File: config.mk
export PLATFORM = sky130hd
export DESIGN_NAME = sys_bus_arbiter
export DESIGN_NICKNAME = d
export VERILOG_FILES = /design/src/rtl/sys_bus_arbiter.sv
export SDC_FILE = /design/constraint.sdc
export NUM_CORES = 1
export LEC_CHECK = 0
export ABC_AREA = 1
export CORE_MARGIN = 10
export CORE_UTILIZATION = 60
export DETAILED_ROUTE_END_ITERATION = 12
export HOLD_SLACK_MARGIN = 0.05
export PLACE_DENSITY = 0.88
export SLEW_MARGIN = 0
export SYNTH_ARGS = -nofsm -noshare
export SYNTH_HDL_FRONTEND = slang
export SYNTH_SLANG_ARGS = --single-unit
File: constraint.sdc
create_clock -name clk -period 6.08 [get_ports clk]
set_input_delay 1.52 -clock clk [delete_from_list [all_inputs] [get_ports clk]]
set_output_delay 1.52 -clock clk [all_outputs]
set_load 0.005 [all_outputs]
File: src/rtl/sys_bus_arbiter.sv
// Shared serial bus arbiter: round-robin (or fixed priority when ARB_FIXED_PRIO_EN
// is defined) grant with txn_done / abandon / timeout release and a 1-cycle turnaround.
module sys_bus_arbiter #(
    parameter int NUM_MASTERS    = 2,
    parameter int TIMEOUT_CYCLES = 256
) (
    input  logic                   clk,
    input  logic                   reset,
    input  logic [NUM_MASTERS-1:0] req,
    input  logic                   txn_done,
    output logic [NUM_MASTERS-1:0] grant_onehot,
    output logic [2:0]             grant_id,
    output logic                   bus_busy,
    output logic                   timeout_pulse
);

    typedef enum logic [1:0] {IDLE, BUSY, RELEASE} state_t;

    state_t                 state, state_nxt;
    logic [NUM_MASTERS-1:0] grant_nxt;
    logic [2:0]             id_nxt;
    logic                   busy_nxt;
    logic                   pulse_nxt;
    logic [15:0]            tmo_cnt, tmo_nxt;
    logic [NUM_MASTERS-1:0] win_onehot;
    logic [2:0]             win_id;
    logic                   found;
    logic                   abandon;
    logic                   tmo_hit;
    int unsigned            idx;

`ifndef ARB_FIXED_PRIO_EN
    logic [2:0] rr_ptr, rr_nxt;
`endif

    // Winner selection uses shifted masks so no variable bit-select is needed.
    always_comb begin
        win_onehot = '0;
        win_id     = '0;
        found      = 1'b0;
        idx        = 0;
`ifdef ARB_FIXED_PRIO_EN
        for (int unsigned i = 0; i < NUM_MASTERS; i++) begin
            idx = i;
            if (!found && |(req & (NUM_MASTERS'(1) << idx))) begin
                found      = 1'b1;
                win_onehot = NUM_MASTERS'(1) << idx;
                win_id     = 3'(idx);
            end
        end
`else
        for (int unsigned k = 1; k <= NUM_MASTERS; k++) begin
            idx = 32'(rr_ptr) + k;
            if (idx >= NUM_MASTERS) idx = idx - NUM_MASTERS;
            if (!found && |(req & (NUM_MASTERS'(1) << idx))) begin
                found      = 1'b1;
                win_onehot = NUM_MASTERS'(1) << idx;
                win_id     = 3'(idx);
            end
        end
`endif
    end

    assign abandon = ~|(req & grant_onehot);
    assign tmo_hit = (TIMEOUT_CYCLES != 0) && (tmo_cnt == 16'(TIMEOUT_CYCLES - 1));

    always_comb begin
        state_nxt = state;
        grant_nxt = grant_onehot;
        id_nxt    = grant_id;
        busy_nxt  = bus_busy;
        pulse_nxt = 1'b0;
        tmo_nxt   = '0;
`ifndef ARB_FIXED_PRIO_EN
        rr_nxt    = rr_ptr;
`endif
        case (state)
            IDLE: begin
                if (|req) begin
                    state_nxt = BUSY;
                    grant_nxt = win_onehot;
                    id_nxt    = win_id;
                    busy_nxt  = 1'b1;
`ifndef ARB_FIXED_PRIO_EN
                    rr_nxt    = win_id;
`endif
                end
            end
            BUSY: begin
                tmo_nxt = (tmo_cnt == 16'hFFFF) ? tmo_cnt : tmo_cnt + 16'd1;
                if (txn_done || abandon || tmo_hit) begin
                    state_nxt = RELEASE;
                    grant_nxt = '0;
                    busy_nxt  = 1'b0;
                    // Timeout is reported only when nothing else ended the grant.
                    pulse_nxt = !txn_done && !abandon;
                end
            end
            RELEASE: state_nxt = IDLE;
            default: state_nxt = IDLE;
        endcase
    end

    always_ff @(posedge clk or posedge reset) begin
        if (reset) begin
            state         <= IDLE;
            grant_onehot  <= '0;
            grant_id      <= '0;
            bus_busy      <= 1'b0;
            timeout_pulse <= 1'b0;
            tmo_cnt       <= '0;
`ifndef ARB_FIXED_PRIO_EN
            rr_ptr        <= 3'(NUM_MASTERS - 1);
`endif
        end else begin
            state         <= state_nxt;
            grant_onehot  <= grant_nxt;
            grant_id      <= id_nxt;
            bus_busy      <= busy_nxt;
            timeout_pulse <= pulse_nxt;
            tmo_cnt       <= tmo_nxt;
`ifndef ARB_FIXED_PRIO_EN
            rr_ptr        <= rr_nxt;
`endif
        end
    end

endmodule

==> impl_metrics.xml <==
<?xml version="1.0" encoding="UTF-8"?>
<metrics>
  <group name="critical_path">
    <metric name="end_kind" unit="">output pin</metric>
    <metric name="worst_path_dominant_cell_family" unit="">buffers and inverters</metric>
    <metric name="slowest_cp_cell" unit="">sky130_fd_sc_hd__clkdlybuf4s50_1</metric>
    <metric name="crit_type" unit="">register to output pin</metric>
    <metric name="cp_arrival" unit="ps">1290</metric>
    <metric name="r2r_cells" unit="">14</metric>
    <metric name="crit_fanout" unit="">4</metric>
    <metric name="cp.required" unit="ps">4560</metric>
    <metric name="crit_path_max_incr_delay" unit="ps">520</metric>
    <metric name="timing.critical_path.from_type" unit="">register</metric>
    <metric name="timing.critical_path.depth" unit="">1</metric>
    <metric name="cp_cell_sequence" unit="">clkdlybuf4s50_1</metric>
    <metric name="worstPathBufferInverterCount" unit="">1</metric>
  </group>
  <group name="grt">
    <metric name="first_global_vias" unit="">1403</metric>
    <metric name="groute.layer.met2.usage" unit="%">25.5</metric>
    <metric name="use_met1" unit="%">15.4</metric>
    <metric name="globalRoute.totalOverflow" unit="">0</metric>
    <metric name="grt_use_met3" unit="%">3.58</metric>
    <metric name="grt_util_all_layers" unit="%">14.1</metric>
    <metric name="grt_first_pass_wirelength" unit="µm">6090</metric>
    <metric name="grt_most_used_layer" unit="">met2</metric>
    <metric name="grt_max_degree" unit="">27</metric>
    <metric name="antenna_found_initial" unit="">0</metric>
  </group>
  <group name="final_layout">
    <metric name="layout-area-overhead-vs-synth" unit="%">11.8</metric>
    <metric name="post_route_cells_drive_above_1_share" unit="%">15.2</metric>
    <metric name="antennaDiodeCount" unit="">0</metric>
    <metric name="fin_nets" unit="">225</metric>
  </group>
  <group name="timing">
    <metric name="setup_repair_after_global_routing_missed_its_margin" unit="">false</metric>
    <metric name="final.setup_skew" unit="ps">11.8</metric>
    <metric name="finalSetupTns" unit="ps">0</metric>
    <metric name="actual_transition_at_the_worst_max_transition_pin" unit="ps">951</metric>
    <metric name="relative_slew_slack" unit="%">36.5</metric>
    <metric name="setup_slack" unit="ps">3270</metric>
    <metric name="setup-violations-final" unit="">0</metric>
    <metric name="post-route-period-util" unit="%">46.2</metric>
    <metric name="timing_max_transition_violations_final" unit="">0</metric>
    <metric name="timing.fmax" unit="GHz">0.356</metric>
    <metric name="finalHoldViolCount" unit="">0</metric>
    <metric name="period_needed" unit="ps">2810</metric>
  </group>
  <group name="yosys">
    <metric name="ys_warn_count" unit="">0</metric>
    <metric name="synth_top_area_share" unit="%">39.3</metric>
    <metric name="netlist_top_cells_count" unit="">sky130_fd_sc_hd__nand2_1, sky130_fd_sc_hd__inv_1, sky130_fd_sc_hd__dfrtp_1</metric>
    <metric name="netlist-cell-type-count" unit="">28</metric>
    <metric name="primary_ff_master_synth" unit="">sky130_fd_sc_hd__dfrtp_1</metric>
    <metric name="synth_top_cell_by_area" unit="">sky130_fd_sc_hd__dfrtp_1</metric>
    <metric name="synth.net_count" unit="">211</metric>
    <metric name="yosysMostFrequentCell" unit="">sky130_fd_sc_hd__nand2_1</metric>
    <metric name="number_of_enable_flip_flop_cells_after_synthesis" unit="">0</metric>
    <metric name="synth_area" unit="µm²">1590</metric>
    <metric name="ys_seq_elements" unit="">26</metric>
    <metric name="netlist_top_cells_area" unit="">sky130_fd_sc_hd__dfrtp_1, sky130_fd_sc_hd__nand2_1, sky130_fd_sc_hd__ha_1</metric>
    <metric name="postSynthAreaPerCell" unit="µm²">8.08</metric>
    <metric name="postSynthCellCount" unit="">197</metric>
    <metric name="synthArstFlopShare" unit="%">100</metric>
    <metric name="yosysSeqAreaShare" unit="%">41.0</metric>
  </group>
  <group name="cts">
    <metric name="htree_num_levels" unit="">1</metric>
    <metric name="clock_latency" unit="ps">340</metric>
    <metric name="cts-hold-fix-buffers" unit="">0</metric>
    <metric name="number_of_instances_resized_during_post_cts_repair" unit="">0</metric>
    <metric name="cts_tree" unit="">done</metric>
    <metric name="postCtsSetupBuffers" unit="">0</metric>
    <metric name="clock_tree.buffer_depth" unit="">2</metric>
    <metric name="clk_pin_slew_worst_paths" unit="ps">150</metric>
    <metric name="ctsRootBufferMaster" unit="">sky130_fd_sc_hd__clkbuf_4</metric>
    <metric name="tritoncts.num_buffers" unit="">3</metric>
    <metric name="number_of_sinks_driven_by_the_clock_tree" unit="">26</metric>
  </group>
  <group name="placement">
    <metric name="pre_cts_ws" unit="ps">3110</metric>
    <metric name="routabilityCongestion" unit="">0.896</metric>
    <metric name="port_buffers" unit="">11</metric>
    <metric name="place_hpwl" unit="µm">2670</metric>
  </group>
  <group name="drt">
    <metric name="route.detailed.wl_per_inst" unit="µm">14.0</metric>
    <metric name="detailroute.via_count" unit="">1337</metric>
    <metric name="first_pass_iters" unit="">4</metric>
    <metric name="routed_wl" unit="µm">3360</metric>
    <metric name="drtAntennaViolNets" unit="">0</metric>
    <metric name="drt_first_iter_violations" unit="">106</metric>
    <metric name="drc_errors" unit="">0</metric>
    <metric name="vias_per_cell" unit="">5.57</metric>
  </group>
  <group name="min_path">
    <metric name="min_delay_path_depth" unit="">2</metric>
    <metric name="hold_path.class" unit="">register to register</metric>
  </group>
  <group name="power">
    <metric name="power.switching_fraction" unit="%">38.4</metric>
    <metric name="sequentialPowerShare" unit="%">39.8</metric>
    <metric name="switchingPower" unit="W">0.000219</metric>
    <metric name="power.leakage" unit="nW">0.847</metric>
    <metric name="power-per-cell-area" unit="nW/µm²">321</metric>
    <metric name="irDropWorstVdd" unit="V">0.000301</metric>
    <metric name="pwr-share-clk" unit="%">21.2</metric>
    <metric name="power.total" unit="W">0.000571</metric>
    <metric name="power.share.combinational" unit="%">39.0</metric>
    <metric name="p_int" unit="W">0.000352</metric>
  </group>
  <group name="floorplan">
    <metric name="floorplan.die.width" unit="µm">71.5</metric>
    <metric name="io_pins" unit="">12</metric>
    <metric name="die_height" unit="µm">71.5</metric>
    <metric name="floorplan.initialDensity" unit="%">63.7</metric>
    <metric name="placement_rows" unit="">18</metric>
    <metric name="core" unit="µm²">2500</metric>
    <metric name="design.die.area" unit="µm²">5110</metric>
  </group>
  <group name="job">
    <metric name="cap_violations" unit="">0</metric>
  </group>
  <group name="outcome">
    <metric name="status" unit="">finished clean</metric>
  </group>
</metrics>
==> per-stage QoR <==
stage	cells	hold WS [ps]	area, µm²	util (%)
2_1_floorplan	197	472	1590	-
3_3_place_gp	236	479	1730	69.1
3_5_place_dp	236	481	1730	69.1
4_1_cts	240	516	1780	71.2
5_1_grt	240	539	1780	71.2
6_report	240	513	1780	71.2
==> path summary, 6_finish.rpt <==
check                                   startpoint                      end  slack (ps)
setup / recovery           grant_id[2]$_DFFE_PP0P_              grant_id[2]        3270
hold / removal                bus_busy$_DFFE_PP0P_     bus_busy$_DFFE_PP0P_         510
setup reg to reg             rr_ptr[0]$_DFFE_PP1P_  grant_id[0]$_DFFE_PP0P_        3450
hold reg to reg               bus_busy$_DFFE_PP0P_     bus_busy$_DFFE_PP0P_         510
max in group asynchronous                    reset  tmo_cnt[10]$_DFFE_PP0P_        3810
min in group asynchronous                    reset  tmo_cnt[15]$_DFFE_PP0P_        1680
==> cells by family (layout without fill, tap and decap cells) <==
logic type,Yosys count,in the layout,synth area share [%]
flip-flops,26,26,41.0
AND/OR/NAND/NOR,103,103,34.4
adder cells (fa/ha/maj),9,9,7.08
buffers and inverters,36,49,8.80
AO/OA/AOI/OAI,23,23,8.80
==> state kept, by name, indices dropped and copies added, names as in the netlist <==
| name | count |
|---|---|
| timeout_pulse | 1 |
| bus_busy | 1 |
| state | 2 |
| rr_ptr | 1 |
| tmo_cnt | 16 |
| grant_onehot | 2 |
| grant_id | 3 |
==> layer usage <==
layer,share of wire [%],routed length [µm]
met2,53,1770
met1,41,1370
met4,1.5,51
met3,5.1,171
met5,0,0
==> final cells by class <==
cell class,instances,area (µm²)
clock buffer,3,22.5
sequential,26,652
multi-input combinational,135,800
timing repair buffer,11,110
fill,180,721
inverter,34,128
tap,30,37.5
clock inverter,1,30.0
==> power by group through the flow <==
stage / logic (W) / registers (W) / clock network [W]
after global routing: 0.000257 / 0.000231 / 0.000128
after global placement: 0.000211 / 0.000229 / 0
after floorplan: 0.000168 / 0.000221 / 0
after CTS: 0.000226 / 0.000227 / 0.000122
after detailed placement: 0.000225 / 0.000230 / 0
final: 0.000223 / 0.000227 / 0.000121
==> placed cells by master, fill, tap and decap left out, types with 4 or more instances in the layout <==
master and instances:
sky130_fd_sc_hd__a21oi_1 5, sky130_fd_sc_hd__clkdlybuf4s50_1 11, sky130_fd_sc_hd__dfrtp_1 25, sky130_fd_sc_hd__ha_1 9, sky130_fd_sc_hd__inv_1 29, sky130_fd_sc_hd__inv_2 4
sky130_fd_sc_hd__nand2_1 37, sky130_fd_sc_hd__nand3_1 15, sky130_fd_sc_hd__nand3_2 6, sky130_fd_sc_hd__nand4_1 5, sky130_fd_sc_hd__nor2_1 18, sky130_fd_sc_hd__nor2_2 6
sky130_fd_sc_hd__nor3_1 6, sky130_fd_sc_hd__nor3_2 4, sky130_fd_sc_hd__o21ai_0 8
Power figures use the tool's default switching activity.
